<file path="config.mk">
export PLATFORM = sky130hd
export DESIGN_NAME = trivium_uart_tx
export DESIGN_NICKNAME = d
export VERILOG_FILES = /design/src/rtl/trivium_uart_tx.sv
export SDC_FILE = /design/constraint.sdc
export NUM_CORES = 1
export LEC_CHECK = 0
export ABC_AREA = 0
export CORE_AREA = 2 2 68 70
export CTS_CLUSTER_DIAMETER = 50
export DETAILED_ROUTE_END_ITERATION = 12
export DIE_AREA = 0 0 70 72
export PLACE_DENSITY = 0.6
export SKIP_LAST_GASP = 1
export SYNTH_ARGS = -nofsm -noshare
export SYNTH_HDL_FRONTEND = slang
export SYNTH_SLANG_ARGS = --single-unit
</file>
<file path="constraint.sdc">
create_clock -name clk -period 3.72 [get_ports clk]
set_input_delay 0.744 -clock clk [delete_from_list [all_inputs] [get_ports clk]]
set_output_delay 0.744 -clock clk [all_outputs]
set_load 0.02 [all_outputs]
</file>
<file path="src/rtl/trivium_uart_tx.sv">
// Output-side UART transmitter for the Trivium core: 8 data bits LSB first, 1 or 2 stop bits.
// Define UART_TX_PARITY_EN to insert an even-parity bit between the data and stop bits.
`timescale 1ns/1ps
module trivium_uart_tx #(
  parameter int unsigned CLKS_PER_BIT = 10416,
  parameter int unsigned STOP_BITS    = 1
) (
  input  logic       clk,
  input  logic       rst,
  input  logic       ena,
  input  logic [7:0] tx_data,
  input  logic       tx_valid,
  output logic       tx_ready,
  output logic       serial_tx,
  output logic       busy
);

  localparam int unsigned CntW = $clog2(CLKS_PER_BIT);
  localparam logic [CntW-1:0] CntMax = CntW'(CLKS_PER_BIT - 1);
  localparam logic [2:0] StopLast = 3'(STOP_BITS - 1);

  if (STOP_BITS != 1 && STOP_BITS != 2) begin : gen_bad_stop_bits
    $error("trivium_uart_tx: STOP_BITS must be 1 or 2");
  end
  if (CLKS_PER_BIT < 2) begin : gen_bad_clks_per_bit
    $error("trivium_uart_tx: CLKS_PER_BIT must be >= 2");
  end

`ifdef UART_TX_PARITY_EN
  typedef enum logic [2:0] {StIdle, StStart, StData, StParity, StStop} state_e;
`else
  typedef enum logic [2:0] {StIdle, StStart, StData, StStop} state_e;
`endif

  state_e          state_q, state_d;
  logic [CntW-1:0] cnt_q, cnt_d;
  logic [2:0]      bit_cnt_q, bit_cnt_d;
  logic [7:0]      shreg_q, shreg_d;
  logic            line_q, line_d;
  logic            busy_q, busy_d;
  logic            ready_q, ready_d;
  logic            wrap;
`ifdef UART_TX_PARITY_EN
  logic            parity_q, parity_d;
`endif

  assign wrap = (cnt_q == CntMax);

  always_comb begin
    state_d   = state_q;
    cnt_d     = cnt_q;
    bit_cnt_d = bit_cnt_q;
    shreg_d   = shreg_q;
    line_d    = line_q;
    busy_d    = busy_q;
`ifdef UART_TX_PARITY_EN
    parity_d  = parity_q;
`endif
    unique case (state_q)
      StIdle: begin
        if (tx_valid && ready_q) begin
          state_d   = StStart;
          shreg_d   = tx_data;
          line_d    = 1'b0;
          busy_d    = 1'b1;
          cnt_d     = '0;
          bit_cnt_d = '0;
`ifdef UART_TX_PARITY_EN
          parity_d  = ^tx_data;
`endif
        end
      end
      StStart: begin
        if (wrap) begin
          state_d = StData;
          cnt_d   = '0;
          line_d  = shreg_q[0];
        end else begin
          cnt_d = cnt_q + CntW'(1);
        end
      end
      StData: begin
        if (wrap) begin
          cnt_d   = '0;
          shreg_d = {1'b0, shreg_q[7:1]};
          if (bit_cnt_q == 3'd7) begin
            bit_cnt_d = '0;
`ifdef UART_TX_PARITY_EN
            state_d   = StParity;
            line_d    = parity_q;
`else
            state_d   = StStop;
            line_d    = 1'b1;
`endif
          end else begin
            bit_cnt_d = bit_cnt_q + 3'd1;
            line_d    = shreg_q[1];
          end
        end else begin
          cnt_d = cnt_q + CntW'(1);
        end
      end
`ifdef UART_TX_PARITY_EN
      StParity: begin
        if (wrap) begin
          state_d = StStop;
          cnt_d   = '0;
          line_d  = 1'b1;
        end else begin
          cnt_d = cnt_q + CntW'(1);
        end
      end
`endif
      StStop: begin
        if (wrap) begin
          cnt_d = '0;
          // bit_cnt is reused to count stop bits
          if (bit_cnt_q == StopLast) begin
            state_d   = StIdle;
            bit_cnt_d = '0;
            busy_d    = 1'b0;
          end else begin
            bit_cnt_d = bit_cnt_q + 3'd1;
          end
        end else begin
          cnt_d = cnt_q + CntW'(1);
        end
      end
      default: begin
        state_d = StIdle;
        line_d  = 1'b1;
        busy_d  = 1'b0;
      end
    endcase
    ready_d = ena && (state_d == StIdle);
  end

  always_ff @(posedge clk or posedge rst) begin
    if (rst) begin
      state_q   <= StIdle;
      cnt_q     <= '0;
      bit_cnt_q <= '0;
      shreg_q   <= '0;
      line_q    <= 1'b1;
      busy_q    <= 1'b0;
      ready_q   <= 1'b0;
`ifdef UART_TX_PARITY_EN
      parity_q  <= 1'b0;
`endif
    end else begin
      state_q   <= state_d;
      cnt_q     <= cnt_d;
      bit_cnt_q <= bit_cnt_d;
      shreg_q   <= shreg_d;
      line_q    <= line_d;
      busy_q    <= busy_d;
      ready_q   <= ready_d;
`ifdef UART_TX_PARITY_EN
      parity_q  <= parity_d;
`endif
    end
  end

  assign serial_tx = line_q;
  assign busy      = busy_q;
  assign tx_ready  = ready_q;

endmodule

</file>
After elaboration in Yosys (flattened, before gate mapping)
Cells that the tools add are included.
{ "totals": {"ram_bits": 0, "latchBits": 0, "elab_cells": 64, "romBits": 0, "in_bits": 12, "register_bits": 31, "n_memories": 0, "out_inout_bits": 3} }
{ "classes": {"mul": 0, "add_sub_neg": 2, "n_reduce_logical": 15, "shift": 0, "n_eq_ne": 10, "bitwise": 2, "muxes": 28, "order_cmp": 0, "div_mod_pow": 0} }
{ "op_table": {"columns": ["operator", "count"], "rows": [
  ["$mux W3", 11],
  ["$mux W14", 2],
  ["$pmux W14 S2", 1],
  ["$mux W8", 2],
  ["$pmux W8 S2", 1],
  ["$add A14 B1 Y14 const B", 1],
  ["$eq A14 B14 Y1 const B", 1],
  ["$pmux W3 S4", 1],
  ["$reduce_and A4 Y1", 3],
  ["$ne A2 B2 Y1 const B", 5],
  ["$logic_not A3 Y1", 3],
  ["$pmux W3 S3", 1],
  ["$mux W1", 7],
  ["$eq A3 B2 Y1 const B", 2],
  ["$pmux W1 S4", 1],
  ["$reduce_bool A2 Y1", 2],
  ["$add A3 B1 Y3 const B", 1],
  ["$eq A3 B1 Y1 const B", 1],
  ["$eq A3 B3 Y1 const B", 1],
  ["$pmux W1 S3", 1],
  ["$reduce_and A3 Y1", 1],
  ["$reduce_bool A3 Y1", 1],
  ["$reduce_or A3 Y1", 1],
  ["$logic_and A1 B1 Y1", 2],
  ["3 further kinds", 4]
]} }

Logic depth before layout (Yosys ltp)
Gate-level depths: netlist (run 1).
{ "depth": {"word_depth": 6, "mapped_depth": 8, "ltp_nobuf": 6} }

Worst setup path before layout (run 1)
No wires, ideal clock.
{ "synth_timing": {"path_kind": "flip-flop to flip-flop", "startpoint": "reg cnt_q[0]", "endpoint": "reg line_q (netlist: serial_tx)", "setup_slack_ns": 1.800, "setup_ns": 0.060, "path_stages_with_launch": 9, "arrival_ns": 1.860, "path_cell_list": "dfrtp_1 > ha_1 > and3_1 > and4_4 > buf_6 > or3_4 > buf_6 > a41oi_2 > o22a_1"} }
{ "synth_between": {"elab_chain_cells": 3, "word_cells_on_any_way": 4} }
{ "synth_lines": {"columns": ["element", "line_no", "text"], "rows": [
  ["from (decl)", "36", "logic [CntW-1:0] cnt_q, cnt_d;"],
  ["from (signal assigned)", "152", "cnt_q <= cnt_d;"],
  ["$eq A14 B14 Y1 *", "47", "assign wrap = (cnt_q == CntMax);"],
  ["$ne A2 B2 Y1 (no line)", null, null],
  ["$reduce_and A4 Y1 (no line) *", null, null],
  ["to (signal assigned)", "155", "line_q <= line_d;"],
  ["to (decl)", "39", "logic line_q, line_d;"]
]} }
Mark *: on every way between the ends. The rest lies on a longest branch, timed or not.
A chain may end at the register's enable or synchronous reset.

Final worst setup path (run 1)
{ "layout_timing": {"startpoint": "in tx_valid", "endpoint": "reg cnt_q[7]"} }
{ "layout_between": {"elab_chain_cells": 3} }
{ "layout_lines": {"columns": ["element", "line_no", "text"], "rows": [
  ["from (decl)", "12", "input logic tx_valid,"],
  ["$logic_and A1 B1 Y1", "61", "if (tx_valid && ready_q) begin"],
  ["$ne A2 B2 Y1 (no line)", null, null],
  ["$reduce_and A2 Y1 (no line)", null, null]
]} }
No other way between the ends.

==> qor.txt, run 1 <==
gr ovfl total = 0
Post-Synthesis Cells = 166
Leak = 0.7914 nW
Critical Path, Cell by Cell = clkdlybuf4s50_1 -> a211oi_2 -> nor4b_1 -> nand4_1 -> xor2_1 -> nor2_1
status = finished clean
# diodes = 0
CTS tree = built
syn nets = 182
Resize count post-CTS = 0
MaxCap Viol Count = 0
post-CTS setup buffer count = 0
Slew @ Worst Pin = 0.8624 ns
top-area cell type share of the netlist area = 44.44%
EDFF count, synth = 0
setup_tns = 0 ns
cell family with most CP delay = simple AND/OR/NAND/NOR gates
share of layout cells above drive strength 1 = 10.99%
fill count = 405
Worst-Skew Late Latency = 0.29 ns
Syn Area/Cell = 10.18 um^2
RePlAce Congestion = 0.8238
GRT Overall Usage = 14.63%
number of synthesis warnings = 0
Slew headroom = 41.70%
largest stage delay on the critical path = 0.77 ns
DR iter-0 viols = 91
largest area contributor in the netlist = dfrtp_1
post-synthesis register bit count = 31
clock skew = 0.01040 ns
number of clock sinks = 31
final net count = 197
worst setup slack after layout = 1.272 ns
die area = 5040 um^2
vias in the first global route = 1242
Final min period = 2.448 ns
Worst Path Required = 3.87 ns
DP Worst Slack = 0.9879 ns
met2 Usage GRT = 22.12%
FF/Latch Area = 777.0 um^2
Final Cycle Share = 65.82%
gr busiest metal = met2
largest net degree at the start of global routing = 32
leading post-synthesis cells by cell area = dfrtp_1 44%, nor2_1 5.1%, mux2i_1 4.1%
met3 Use GR = 4.306%
antenna violations before repair = 0
drt total wl = 3173 um
first-pass GRT wire length = 5796 um
VDD IR max = 0.2339 mV
type of origin of the critical path = primary input
clock root buffer = clkbuf_8
final hold vios = 0
crit path DAT = 2.60 ns
CP endpoint kind = flip-flop
DP HPWL = 2235 um
HP Class = reg2reg
Final Non-Filler Cells = 234
Die Ht = 72 um
DR vias = 1249
PwrDens = 408.3 nW/um^2
Rows = 24
crit path buf inv count = 1
hold-fix buffers at CTS = 0
fmax = 408.4 MHz
Slew Limit Fails = 0
ys flop type = dfrtp_1
CTS clk-pin slew, worst paths = 0.06 ns
Clock H-tree levels = 2
most frequent cells in the layout = 30 x dfrtp_1, 23 x nor2_1, 14 x clkdlybuf4s50_1, 11 x a21oi_1, 9 x nand3_1
Via density = 5.338
post-synth cell types = 46
CTS Buffer Depth = 2
Residual DRC = 0
Seq/Total Area, Yosys = 46.00%
CP Class = in2reg
post-route ant nets = 0
Area Overhead vs Synth = 13.11%
ys async rst share = 100.0%
TritonCTS Buffers = 5
Initial Util = 39.61%
first drt pass iteration count = 4
area of the multi-input gates = 813.3 um^2
placed insts = 226
critical path's slowest cell = nor4b_1
Ports = 15
crit-path max FO = 5
die width = 70 um
M1 GR Usage = 19.40%
Synth Cell Area = 1689 um^2
final setup vio count = 0
number of I/O port buffers = 14
DR WL/cell = 13.56 um
core area = 4264 um^2
RSZ-0062 raised after global routing = no
most common cell after layout, fill and taps aside = dfrtp_1
[path summary, 6_finish.rpt]
kind / from / slack (ns) / depth (start not counted) / to
hold / removal: shreg_q[3] / 0.54 / 2 / shreg_q[3]
setup / recovery: tx_valid / 1.27 / 6 / cnt_q[7]
max in group asynchronous: rst / 2.55 / 3 / serial_tx
hold reg to reg: shreg_q[3] / 0.54 / 2 / shreg_q[3]
setup reg to reg: state_q[0] / 1.72 / 5 / cnt_q[7]
min in group asynchronous: rst / 0.84 / 3 / cnt_q[2]
[layer usage]
metal | up-vias | share of wire (%)
met4 | 0 | 2.0
met1 | 604 | 49
li1 | 623 | -
met2 | 16 | 45
met3 | 6 | 3.5
met5 | - | 0
[state kept, by name (all words and copies together), names as in the netlist]
name       flops
tx_ready       1
serial_tx      1
busy           1
bit_cnt_q      3
state_q        3
cnt_q         14
shreg_q        8
[Yosys cell counts (2+ instances only)]
cell,n
a21oi_1,11
a31oi_1,3
and3_1,4
buf_6,2
clkbuf_8,3
dfrtp_1,30
ha_1,4
inv_1,7
mux2i_1,7
nand2_1,7
nand2b_1,2
nand3_1,9
nand3b_1,2
nand4_1,2
nor2_1,23
nor3_1,5
o21ai_0,7
o31ai_1,4
xor2_1,7
[worst min-delay path, cell delays in order (launching register included)]
cell     delay (ns)
dfrtp_1        0.34
nor2_1         0.05
a21oi_1        0.10
[cells by family (layout without fill, tap and decap cells)]
| kind of cell | after synthesis | count (layout) | synth area share, % |
|---|---|---|---|
| adder cells (fa/ha/maj) | 4 | 4 | 2.963 |
| multiplexers | 7 | 7 | 4.148 |
| AO/OA/AOI/OAI | 35 | 35 | 13.70 |
| XOR/XNOR | 8 | 8 | 4.148 |
| other | 1 | 1 | 0.2220 |
| flip-flops | 31 | 31 | 46.00 |
| AND/OR/NAND/NOR | 66 | 66 | 22.96 |
| buffers and inverters | 14 | 30 | 5.852 |
[cell type report]
class	count	share of cell area, %
clock buffer	7	3.995
clock inverter	1	0.2620
inverter	7	1.375
multi-input combinational	121	42.57
sequential	31	40.67
tap	52	3.405
timing repair buffer	15	7.728
[power by group]
part	internal (mW)	total [mW]	leakage, nW	switching, mW
combinational	0.0559	0.111	0.351	0.0552
clock	0.131	0.253	0.0422	0.122
sequential	0.379	0.416	0.399	0.0367
total	0.566	0.780	0.791	0.214
[per-stage QoR]
step	cell area (um^2)	hold slack, ns	total power, mW	utilization (%)
finish	1911	0.5353	0.7800	44.81
global route	1911	0.5772	0.8314	44.81
CTS	1911	0.5402	0.7897	44.81
detailed placement	1829	0.5172	0.5330	42.90
global placement	1829	0.5129	0.5272	42.90
floorplan	1689	0.4808	0.4949	-
(Power assumes the default switching activity.)
==> run 2: changes to the inputs <==
--- a/config.mk
+++ b/config.mk
@@ -10,7 +10,7 @@
 export CTS_CLUSTER_DIAMETER = 50
 export DETAILED_ROUTE_END_ITERATION = 12
 export DIE_AREA = 0 0 70 72
-export PLACE_DENSITY = 0.6
+export PLACE_DENSITY = 0.62
 export SKIP_LAST_GASP = 1
 export SYNTH_ARGS = -nofsm -noshare
 export SYNTH_HDL_FRONTEND = slang
==> constraint.sdc (replaced) <==
create_clock -name clk -period 2.2 [get_ports clk]
set_input_delay 0.44 -clock clk [delete_from_list [all_inputs] [get_ports clk]]
set_output_delay 0.44 -clock clk [all_outputs]
set_load 0.02 [all_outputs]
==> run 2 against run 1 <==
Effect of this change: non-clock buffer count grew 5; highest routed layer unchanged; die area is the same; cell count grew 2.1%; setup slack lost 1.0 ns.
==> qor.txt, run 2 (same netlist as run 1, synthesis figures left out) <==
Final Cycle Share = 88.07%
core area = 4264 um^2 (unchanged)
CP endpoint kind = flip-flop
post-route ant nets = 0 (unchanged)
VDD IR max = 0.3139 mV (+34%)
Leak = 0.8276 nW (+4.6%)
DP HPWL = 2370 um (+6.0%)
drt total wl = 3297 um (+3.9%)
die width = 70 um (unchanged)
first drt pass iteration count = 4 (unchanged)
final setup vio count = 0 (unchanged)
PwrDens = 706.2 nW/um^2 (+73%)
Die Ht = 72 um (unchanged)
Hold Slack = 0.5297 ns (-0.005618 ns)
Worst Path Required = 2.42 ns (-1.45 ns)
clock root buffer = clkbuf_8
final net count = 202 (+2.5%)
DR WL/cell = 13.79 um (+1.7%)
RSZ-0062 raised after global routing = no
Worst Reg2Reg Path Length in Cells = 6 (+1)
Area Overhead vs Synth = 16.44%
CTS clk-pin slew, worst paths = 0.06 ns (about the same)
WHS Path Cells = 1 (-1)
HP Class = reg2reg
MaxCap Viol Count = 0 (unchanged)
DR iter-0 viols = 92 (+1.1%)
CP Class = reg2reg
antenna violations before repair = 0 (unchanged)
type of origin of the critical path = flip-flop
crit-path max FO = 7 (+2)
Residual DRC = 0 (unchanged)
top flop regs = cnt_q (14), shreg_q (8)
Clock H-tree levels = 2 (unchanged)
TritonCTS Buffers = 5 (unchanged)
hold-fix buffers at CTS = 0 (unchanged)
Slew Limit Fails = 0 (unchanged)
number of clock sinks = 31 (unchanged)
setup_tns = 0 ns (unchanged)
largest register by flop count = cnt_q
Rows = 24 (unchanged)
clock skew = 0.004086 ns (-0.006310 ns)
Via density = 5.343 (+0.10%)
most common cell after layout, fill and taps aside = dfrtp_1
most frequent cells in the layout = 30 x dfrtp_1, 23 x nor2_1, 14 x clkdlybuf4s50_1, 11 x a21oi_1, 9 x nand3_1
final hold vios = 0 (unchanged)
GRT Overall Usage = 15.06% (+0.43 points)
share of layout cells above drive strength 1 = 13.90% (+2.9 points)
number of flip-flops under the largest register name = 14 (unchanged)
gr ovfl total = 0 (unchanged)
crit path DAT = 2.16 ns (-0.44 ns)
Resize count post-CTS = 0 (unchanged)
largest net degree at the start of global routing = 32 (unchanged)
status = finished clean
DR vias = 1277 (+2.2%)
# diodes = 0 (unchanged)
CTS tree = built
Final min period = 1.938 ns
Ports = 15 (unchanged)
vias in the first global route = 1265 (+1.9%)
number of I/O port buffers = 14 (unchanged)
Initial Util = 39.61% (unchanged)
first-pass GRT wire length = 6009 um (+3.7%)
RePlAce Congestion = 0.8275 (+0.45%)
post-CTS setup buffer count = 0 (unchanged)
fmax = 516.1 MHz
CTS Buffer Depth = 2 (unchanged)
Worst-Skew Late Latency = 0.28 ns (about the same)
die area = 5040 um^2 (unchanged)
run 2: cell count changes in the layout (fill, tap and decap cells not counted), sizes merged:
cell	delta
clkbuf	+1
buf	+5
clkinv	-1
run 2: metal layers:
| layer | routed length, um | global-route usage [%] | vias up |
|---|---|---|---|
| met5 | 0 | 0 | - |
| met4 | 51 | 5.769 | 0 |
| met3 | 139 | 4.167 | 5 |
| met2 | 1525 | 22.33 | 30 |
| met1 | 1581 | 21.12 | 614 |
| li1 | - | - | 628 |
run 2: final timing paths:
path / startpoint / to / slack [ns]
worst max-delay path: cnt_q[0] / cnt_q[2] / 0.26
worst min-delay path: cnt_q[3] / cnt_q[3] / 0.53
worst max register to register: cnt_q[0] / cnt_q[2] / 0.26
worst min register to register: cnt_q[3] / cnt_q[3] / 0.53
max in group asynchronous: rst / serial_tx / 1.34
min in group asynchronous: rst / shreg_q[2] / 0.54
run 2: worst max-delay path, cell delays in order, from the launching register on:
cell	delay, ns
dfrtp_1	0.43
ha_1	0.27
and3_1	0.25
and4_4	0.22
or3_4	0.42
nor3b_2	0.19
a21o_1	0.10
run 2: final cells by class:
cell class | count | area (um^2)
well taps | 52 | 65.06
flip-flops and latches | 31 | 777.0
clock buffers | 8 | 100.1
repair buffers | 20 | 185.2
fillers | 417 | 2297
inverters | 7 | 26.28
multi-input cells | 121 | 813.3
run 2: stage by stage:
stage / area, um^2 / std cells / util, % / setup slack (ns) / power (mW)
finish: 1967 / 239 / 46.13 / 0.2624 / 1.389
global route: 1967 / 239 / 46.13 / 0.1781 / 1.474
CTS: 1967 / 239 / 46.13 / 0.2635 / 1.405
detailed placement: 1867 / 231 / 43.78 / 0.1283 / 0.9093
global placement: 1867 / 231 / 43.78 / 0.2102 / 0.8956
floorplan: 1689 / 166 / - / 0.2803 / 0.8369
run 2: where the power goes:
group	internal [mW]	leakage [nW]	switching [mW]
Clock	0.285	0.0515	0.206
Sequential	0.642	0.399	0.0636
Combinational	0.0980	0.377	0.0946
Total	1.02	0.828	0.364
==> run 3: changes to the inputs <==
--- a/config.mk
+++ b/config.mk
@@ -10,7 +10,7 @@
 export CTS_CLUSTER_DIAMETER = 50
 export DETAILED_ROUTE_END_ITERATION = 12
 export DIE_AREA = 0 0 70 72
-export PLACE_DENSITY = 0.62
+export PLACE_DENSITY = 0.57
 export SKIP_LAST_GASP = 1
 export SYNTH_ARGS = -nofsm -noshare
 export SYNTH_HDL_FRONTEND = slang
==> run 3 against run 2 <==
Effect of this change: setup slack lost 0.014 ns; fmax fell by 0.73%; non-clock buffer count fell by 1; combinational power is essentially flat; critical endpoint is now cnt_q[5]; utilization is 0.23 points higher; power rose by 6.2%; global-route usage is 0.66 points lower; clock power is 19% higher; sequential share of layout area shrank 0.20 points.
==> qor.txt, run 3 (same netlist as run 1, synthesis figures left out) <==
status = finished clean
final hold vios = 0 (unchanged)
TritonCTS Buffers = 5 (unchanged)
GRT Overall Usage = 14.40% (-0.66 points)
gr ovfl total = 0 (unchanged)
Ports = 15 (unchanged)
first-pass GRT wire length = 5699 um (-5.2%)
crit-path max FO = 8 (+1)
DR vias = 1214 (-4.9%)
post-route ant nets = 0 (unchanged)
antenna violations before repair = 0 (unchanged)
Slew Limit Fails = 0 (unchanged)
Die Ht = 72 um (unchanged)
PwrDens = 746.0 nW/um^2 (+5.6%)
VDD IR max = 0.3235 mV (+3.1%)
CP Class = reg2reg
largest stage delay on the critical path = 0.41 ns (-0.02 ns)
hold-fix buffers at CTS = 0 (unchanged)
Final Cycle Share = 88.72% (+0.65 points)
Via density = 5.101 (-4.5%)
critical path's slowest cell = dfrtp_1
RSZ-0062 raised after global routing = no
drt total wl = 3209 um (-2.7%)
Critical Path, Cell by Cell = ha_1 -> and3_1 -> and4_4 -> nor3_1 -> nor2_1 -> buf_4 -> nor2_1
most common cell after layout, fill and taps aside = dfrtp_1
DP HPWL = 2292 um (-3.3%)
CTS Buffer Depth = 2 (unchanged)
CP endpoint kind = flip-flop
CTS tree = built
Rows = 24 (unchanged)
clock skew = 0.007170 ns (+0.003084 ns)
die width = 70 um (unchanged)
Worst Path Required = 2.42 ns (about the same)
Initial Util = 39.61% (unchanged)
worst setup slack after layout = 0.2482 ns (-0.01420 ns)
CTS clk-pin slew, worst paths = 0.07 ns (about the same)
Residual DRC = 0 (unchanged)
core area = 4264 um^2 (unchanged)
number of clock sinks = 31 (unchanged)
Clock H-tree levels = 2 (unchanged)
placed inst area = 1859 um^2 (-0.40%)
Worst-Skew Late Latency = 0.29 ns (about the same)
most used cell, CP = nor2_1
final net count = 201 (-0.50%)
setup_tns = 0 ns (unchanged)
number of flip-flops under the largest register name = 14 (unchanged)
Area Overhead vs Synth = 17.04%
Design Area, Final = 1977 um^2 (+0.51%)
first drt pass iteration count = 4 (unchanged)
post-CTS setup buffer count = 0 (unchanged)
DR WL/cell = 13.48 um (-2.3%)
MaxCap Viol Count = 0 (unchanged)
Resize count post-CTS = 0 (unchanged)
Leak = 0.8319 nW (+0.52%)
crit path DAT = 2.17 ns (about the same)
largest net degree at the start of global routing = 32 (unchanged)
most frequent cells in the layout = 30 x dfrtp_1, 23 x nor2_1, 14 x clkdlybuf4s50_1, 11 x a21oi_1, 9 x nand3_1
vias in the first global route = 1216 (-3.9%)
top flop regs = cnt_q (14), shreg_q (8)
HP Class = in2async
DR iter-0 viols = 38 (-59%)
fmax = 512.4 MHz (-0.73%)
final setup vio count = 0 (unchanged)
number of I/O port buffers = 14 (unchanged)
largest register by flop count = cnt_q
RePlAce Congestion = 0.7782 (-6.0%)
type of origin of the critical path = flip-flop
DP Worst Slack = 0.1062 ns (-0.02212 ns)
clock root buffer = clkbuf_8
share of layout cells above drive strength 1 = 13.98% (+0.075 points)
# diodes = 0 (unchanged)
die area = 5040 um^2 (unchanged)
Final min period = 1.952 ns (+0.01420 ns)
run 3: cell types whose count changed in the layout (fill, tap and decap cells not counted), sizes merged:
cell	before	now
bufinv	0	1
clkinv	0	1
clkbuf	8	6
buf	6	5
run 3: per-stage QoR:
step / std cells / util [%] / hold WS (ns) / power [mW]
2_1_floorplan: 166 / - / 0.4808 / 0.8369
3_3_place_gp: 230 / 43.60 / 0.5078 / 0.8952
3_5_place_dp: 230 / 43.60 / 0.5171 / 0.9017
4_1_cts: 238 / 46.36 / 0.5309 / 1.493
5_1_grt: 238 / 46.36 / 0.5541 / 1.556
6_report: 238 / 46.36 / 0.5230 / 1.475
run 3: layer usage:
| metal | up-vias | GRT usage [%] | share of wire (%) |
|---|---|---|---|
| met4 | 0 | 7.692 | 2.1 |
| met3 | 7 | 3.333 | 2.4 |
| li1 | 624 | - | - |
| met5 | - | 0 | 0 |
| met1 | 571 | 19.41 | 49 |
| met2 | 12 | 21.69 | 46 |
run 3: path summary, 6_finish.rpt:
check | start | slack, ns | endpoint | cells past startpoint
setup reg to reg | cnt_q[0] | 0.25 | cnt_q[5] | 7
hold / removal | rst | 0.52 | state_q[2] | 3
setup / recovery | cnt_q[0] | 0.25 | cnt_q[5] | 7
max in group asynchronous | rst | 1.36 | serial_tx | 3
min in group clk | cnt_q[13] | 0.53 | cnt_q[13] | 2
hold reg to reg | cnt_q[13] | 0.53 | cnt_q[13] | 2
run 3: critical path: cells and delay by family (launching register included):
family	cells	cell delay (ns)
and+or+nand+nor	5	1.06
adders and majority gates	1	0.25
DFF	1	0.41
buffers and inverters	1	0.18
run 3: power breakdown:
group          internal (mW)  switching [mW]
Sequential             0.641          0.0591
Clock                  0.366           0.218
Combinational         0.0967          0.0931
Total                   1.10           0.371
run 3: layout make-up:
cell class / instances / area [um^2]
fill: 396 / 2287
inverter: 7 / 26.28
clock inverter: 2 / 35.03
sequential: 31 / 777.0
clock buffer: 6 / 82.58
tap: 52 / 65.06
multi-input combinational: 121 / 813.3
timing repair buffer: 19 / 177.7
